`src/rtl/reg_set_pkg.sv`:
```
// Shared defaults and RW encoding for the reg_set scratch register file.
package reg_set_pkg;

  localparam int unsigned DefDataWidth = 4;
  localparam int unsigned DefAddrWidth = 3;

  localparam logic RW_WRITE = 1'b1;
  localparam logic RW_READ  = 1'b0;

endpackage

```
`src/rtl/reg_set_word.sv`:
```
// One register-file entry: DATA_WIDTH register with asynchronous clear and load enable.
module reg_set_word #(
  parameter int unsigned DATA_WIDTH = 4
) (
  input  logic                  clk_i,
  input  logic                  rst_i,
  input  logic                  load_i,
  input  logic [DATA_WIDTH-1:0] d_i,
  output logic [DATA_WIDTH-1:0] q_o
);

  logic [DATA_WIDTH-1:0] word_q;

  always_ff @(posedge clk_i or posedge rst_i) begin
    if (rst_i) begin
      word_q <= '0;
    end else if (load_i) begin
      word_q <= d_i;
    end
  end

  assign q_o = word_q;

endmodule

```
`src/rtl/reg_set.sv`:
```
// Eight-entry scratch register file: one shared address, RW=1 writes an entry, RW=0 loads it
// onto the registered Data_out, which otherwise holds.
module reg_set
  import reg_set_pkg::*;
#(
  parameter int unsigned DATA_WIDTH = DefDataWidth,
  parameter int unsigned ADDR_WIDTH = DefAddrWidth,
  parameter int unsigned DEPTH      = 2 ** ADDR_WIDTH
) (
  output logic [DATA_WIDTH-1:0] Data_out,
  input  logic                  Clk,
  input  logic [DATA_WIDTH-1:0] Data_in,
  input  logic [ADDR_WIDTH-1:0] Address,
  input  logic                  RW,
  input  logic                  Reset
);

  logic [DEPTH-1:0]      we;
  logic [DATA_WIDTH-1:0] mem [DEPTH];
  logic [DATA_WIDTH-1:0] data_out_q;

  // One-hot entry select, only live on write cycles.
  always_comb begin
    we = '0;
    if (RW == RW_WRITE) begin
      we[Address] = 1'b1;
    end
  end

  for (genvar i = 0; i < DEPTH; i++) begin : g_word
    reg_set_word #(
      .DATA_WIDTH(DATA_WIDTH)
    ) u_word (
      .clk_i (Clk),
      .rst_i (Reset),
      .load_i(we[i]),
      .d_i   (Data_in),
      .q_o   (mem[i])
    );
  end

  // Read data is the entry as it stood before this edge; no write bypass.
  always_ff @(posedge Clk or posedge Reset) begin
    if (Reset) begin
      data_out_q <= '0;
    end else if (RW == RW_READ) begin
      data_out_q <= mem[Address];
    end
  end

  assign Data_out = data_out_q;

endmodule

```
`config.mk`:
```
export PLATFORM = sky130hd
export DESIGN_NAME = reg_set
export DESIGN_NICKNAME = d
export VERILOG_FILES = /design/src/rtl/reg_set_pkg.sv /design/src/rtl/reg_set_word.sv /design/src/rtl/reg_set.sv
export SDC_FILE = /design/constraint.sdc
export NUM_CORES = 1
export LEC_CHECK = 0
export ABC_CLOCK_PERIOD_IN_PS = 1240
export BUFFER_PORTS_ARGS = -buffer_cell sky130_fd_sc_hd__buf_2
export CAP_MARGIN = 20
export CORE_ASPECT_RATIO = 2
export CORE_UTILIZATION = 61
export CTS_BUF_LIST = sky130_fd_sc_hd__clkbuf_4
export CTS_CLUSTER_SIZE = 28
export DETAILED_ROUTE_END_ITERATION = 6
export GPL_TIMING_DRIVEN = 0
export PLACE_DENSITY = 0.81
export SYNTH_ARGS = -nofsm -noshare
export SYNTH_HDL_FRONTEND = slang
export SYNTH_SLANG_ARGS = --single-unit
```
`constraint.sdc`:
```
create_clock -name Clk -period 1.24 [get_ports Clk]
set_input_delay 0.062 -clock Clk [delete_from_list [all_inputs] [get_ports Clk]]
set_output_delay 0.062 -clock Clk [all_outputs]
set_load 0.02 [all_outputs]
```
* Yosys cells after proc, flatten, opt, wreduce, memory -nomap -nowiden
Cells that the tools add are included.
** Storage, ports and cells
- Register bits :: 36
- Input bits :: 10
- Output and inout port bits :: 4
- Word-level logic and storage cells :: 20
** Cells by class
- Order comparisons :: 3
- Multiplexer cells :: 6
- Bitwise logic cells :: 1
- Reductions and logical operators :: 1
** Operators by type and width (number)
- $bmux 4 s3 :: 1
- $mux 4 :: 2
- $mux 8 :: 1
- $ge 4x4->1 const B :: 1
- $lt 3x4->1 const B :: 1
- $not 3->4 :: 1
- $demux 1 s3 :: 1
- $ge 3x1->1 const B :: 1
- $logic_and 1x1->1 :: 1
- $mux 1 :: 1

* Depth between registers and ports, before layout
- Depth after elaboration :: 5
- Mapped depth :: 5
- Depth with buffers taken out :: 3

* By module
From an unflattened synthesis, not the netlist that was laid out.
** Second synthesis, totals
- Cell total of the unflattened synthesis :: 136
- Area total of the unflattened synthesis :: 1732.9 sq um
** By module, submodules not included
- reg_set_word :: instances 8, cells each 9, area an instance 148.9 sq um, sequential area each 100.1 sq um
- reg_set :: instances 1, cells each 64, area an instance 541.8 sq um, sequential area each 100.1 sq um

* Worst setup path after synthesis
OpenSTA, ideal clock, no wires.
- Path kind :: in2reg
- From :: in Address[1]
- To :: reg g_word[4].u_word.word_q[0]
- Library setup time :: 125 ps
- Arrival time :: 953 ps
- Data required time :: 1115 ps
- Path slack :: 162 ps
- Cell stages on the path :: 4
- Buffers on the path :: 1
- Cells stage by stage :: buf_6 nand2b_4 nor3b_4 mux2_2
** On the way
- Cells in the longest elaborated chain, start to end :: 5
- Elaborated cells between the ends (all ways) :: 6
- Those cells by class :: order compare: 2; mux: 3; reduce/logical: 1
** RTL lines
- from (decl) :: RTL line reg_set.sv:13 : input logic [ADDR_WIDTH-1:0] Address,
- $lt 3x4->1 (not written as such) or $ge 3x1->1 (tied branches) :: RTL line reg_set.sv:26 : we[Address] = 1'b1;
- $logic_and 1x1->1 (not written as such) :: RTL line reg_set.sv:26
- $mux 1 (not written as such) :: RTL line reg_set.sv:26
- $demux 1 s3 (*) :: RTL line reg_set.sv:26
- $mux 8 (*) :: RTL line reg_set.sv:25 : if (RW == RW_WRITE) begin
- to (signal assigned) :: RTL line reg_set_word.sv:18 : word_q <= d_i;
- to (decl) :: RTL line reg_set_word.sv:12 : logic [DATA_WIDTH-1:0] word_q;
Mark *: on every way between the ends. The rest lies on a longest branch, timed or not.
A chain may end at the register's enable or synchronous reset.

* Worst setup path in the final report
- From :: reg g_word[3].u_word.word_q[1]
- To :: reg data_out_q[1], in the netlist Data_out[1]
** On the way
- Cells in the longest elaborated chain, start to end :: 3
** RTL lines
- from (decl) :: RTL line reg_set_word.sv:12
- from (signal assigned) :: RTL line reg_set_word.sv:18
- $bmux 4 s3 :: RTL line reg_set.sv:47 : data_out_q <= mem[Address];
- $mux 4 (not written as such) (2 in a row) :: RTL line reg_set.sv:47
- to (signal assigned) :: RTL line reg_set.sv:47
- to (decl) :: RTL line reg_set.sv:20 : logic [DATA_WIDTH-1:0] data_out_q;
No other way between the ends. The select of a mux whose other input is x is not followed.

==> results.yml <==
global_route:
  antenna_found_initial: 0
  grt_usage_pct: 23.74
  grt_pass1_vias: 1083
  overflow: 0
  grt_start_max_net_pins: 27
  grt_pass1_wl_um: 4988
floorplan:
  initial_utilization_pct: 64.05
  num_rows: 27
  fp.dieH_um: 78.27
  die_area_um2: 3141
  ioPinCount: 14
  die_width_um: 40.14
  coreArea_um2: 2770
synthesis:
  synthDistinctLibCells: 17
  yosysWarnings: 0
  synth-seq-area-share_pct: 50.78
  yosysTopAreaCell: "dfrtp_1"
  ys_seq_elements: 36
  synth_fp_nets: 131
  avgSynthCellArea_um2: 14.66
  synth_area_um2: 1774
  ys_top_cells_by_area: "dfrtp_1 51%, mux2_2 20%, mux2i_1 9.0%, o22ai_1 2.8%, nand4b_4 2.7%"
  yosysTopAreaCellShare_pct: 50.78
  synthCells: 121
cells_and_area:
  diodes: 0
  areaGrowthSynthToFinish_pct: 9.803
  drive_gt1_share_pct: 45.39
  fill_cells: 211
  nets: 151
drt:
  totalWireLength_um: 3071
  first_pass_iters: 4
  met2_length_um: 1667
  drcViolationCount: 0
  wl_per_cell_um: 18.06
  top_layer: "met4"
  vias_per_cell: 6.124
  vias: 1041
  met3_length_um: 92
  drtIter0Drc: 13
  met1Wirelength_um: 1206
  antenna_left: 0
timing:
  hold_violations: 0
  fmaxAchievable_ghz: 0.9575
  fin_worst_skew_ns: 0.01213
  final_max_slew_viol_count: 0
  grt_setup_unrepaired: "no"
  maxSlewHeadroom_pct: 66.14
  period_needed_ns: 1.044
  setup_viol: 0
  holdWs_ns: 0.05469
  tightestPinTransition_ns: 0.5074
  finalCritPeriodShare_pct: 84.22
place:
  dp_hpwl_um: 2333
  gp_congestion: 0.8060
  portBuffers: 11
cts:
  path_clk_slew_ns: 0.10
  numCtsBuffers: 5
  clock_sinks: 36
  post_cts.repair.setup_buffers: 0
  cts.path.max_buffers: 2
  cts_root_buf: "clkbuf_4"
  ctsHtreeMaxLevel: 2
  clock_latency_ns: 0.34
  cts_tree: "built"
critical_path:
  crit_required_ns: 1.47
  critPathMaxStageDelay_ns: 0.39
  worstPathMaxFanout: 2
  crit_path_end_kind: "register"
  cp.arrival_ns: 1.28
  slowest_stage: "dfrtp_1"
  cp-start-kind: "register"
  crit_type: "reg2reg"
  critical_path.cell_chain: "mux2i_1 > o22ai_1 > o31a_1"
worst_hold_path:
  hp-class: "in2reg"
run:
  maxCapViolCount: 0
run_status:
  run_status: "completed"
power_and_ir_drop:
  p_per_area_nw_per_um2: 1388
  peakVddDrop_mv: 0.9923
  totalPowerFinal_mw: 2.704
  p_leak_nw: 0.8898
worst max-delay path, delay by kind of cell, from the launching register on:
kind	cells	cell delay (ns)
AO/OA/AOI/OAI	2	0.41
flip-flops	1	0.39
multiplexers	1	0.16
placed cells by master (no fill, tap or decap):
cell / Yosys / final
nor3_4: 2 / 2
buf_6: 4 / 4
dfrtp_1: 36 / 36
o31a_1: 4 / 4
nand4b_1: 1 / 1
buf_4: 2 / 2
dlygate4sd3_1: 0 / 1
nand2_1: 2 / 2
nand2b_4: 1 / 1
mux2i_1: 16 / 16
nand4b_4: 2 / 2
clkbuf_4: 0 / 5
buf_2: 0 / 11
o22ai_1: 8 / 8
clkinv_1: 0 / 2
nor3b_4: 2 / 2
nand2b_1: 6 / 6
or2_2: 1 / 1
inv_1: 1 / 1
buf_16: 0 / 1
mux2_2: 32 / 32
nand4_2: 1 / 1
worst paths after layout:
kind / start / to / slack (ns) / depth (start not counted)
worst max register to register: g_word[3].u_word.q_o[1] / Data_out[1] / 0.20 / 3
min in group asynchronous: Reset / g_word[4].u_word.q_o[0] / 0.29 / 3
worst min-delay path: Data_in[2] / g_word[6].u_word.q_o[2] / 0.05 / 2
max in group asynchronous: Reset / g_word[3].u_word.q_o[2] / 0.45 / 4
worst min register to register: g_word[1].u_word.q_o[2] / g_word[1].u_word.q_o[2] / 0.51 / 1
worst max-delay path: g_word[3].u_word.q_o[1] / Data_out[1] / 0.20 / 3
report_power, final:
group / internal [mW] / switching (mW) / leakage (nW)
clock: 0.198 / 0.348 / 0.0261
combinational: 0.343 / 0.269 / 0.433
sequential: 1.42 / 0.121 / 0.431
total: 1.97 / 0.738 / 0.890
repair_timing:
action	4_1_cts	5_1_grt
endpoints found under the hold margin	10	0
resized for setup	0	0
hold buffers	1	0
per-stage QoR:
step                setup TNS [ns]  area (um^2)  setup WS (ns)  instances  util (%)
CTS                              0         1948         0.1853        170     70.33
global placement           -0.3441         1866       -0.01141        161     67.34
floorplan                        0         1774         0.1624        121         -
detailed placement        -0.01085         1893      -0.006845        162     68.34
global route                     0         1948         0.1241        170     70.33
finish                           0         1948         0.1956        170     70.33
cells in the mapped netlist:
| master | count |
|---|---|
| buf_4 | 2 |
| mux2_2 | 32 |
| or2_2 | 1 |
| nor3b_4 | 2 |
| dfrtp_1 | 36 |
| o31a_1 | 4 |
| inv_1 | 1 |
| mux2i_1 | 16 |
| nand2_1 | 2 |
| buf_6 | 4 |
| nand2b_4 | 1 |
| nand2b_1 | 6 |
| nand4_2 | 1 |
| o22ai_1 | 8 |
| nand4b_1 | 1 |
| nand4b_4 | 2 |
| nor3_4 | 2 |
area by class of cell:
| class | instances | area [um^2] | share of cell area (%) |
|---|---|---|---|
| timing repair buffer | 13 | 92.59 | 4.753 |
| multi-input combinational | 78 | 809.5 | 41.55 |
| sequential | 36 | 900.9 | 46.24 |
| tap | 29 | 36.28 | 1.863 |
| buffer | 6 | 60.06 | 3.083 |
| clock inverter | 2 | 7.507 | 0.3854 |
| clock buffer | 5 | 37.54 | 1.927 |
| inverter | 1 | 3.754 | 0.1927 |
logic make-up after synthesis:
logic type	share of synthesized area, %
compound gates	4.795
simple gates	11.50
buf+inv	3.596
flops	50.78
mux	29.34
routing by layer:
metal | track usage (%) | vias to the layer above
met3 | 6.215 | 10
met1 | 28.13 | 523
met2 | 37.74 | 22
met4 | 11.03 | 0
li1 | - | 486
met5 | 0 | -
sequential cells by signal, summed over array words and instances (netlist names):
register / cells
Data_out: 4
g_word.u_word.q_o: 32
No activity file was read; power rests on OpenSTA's default activity.
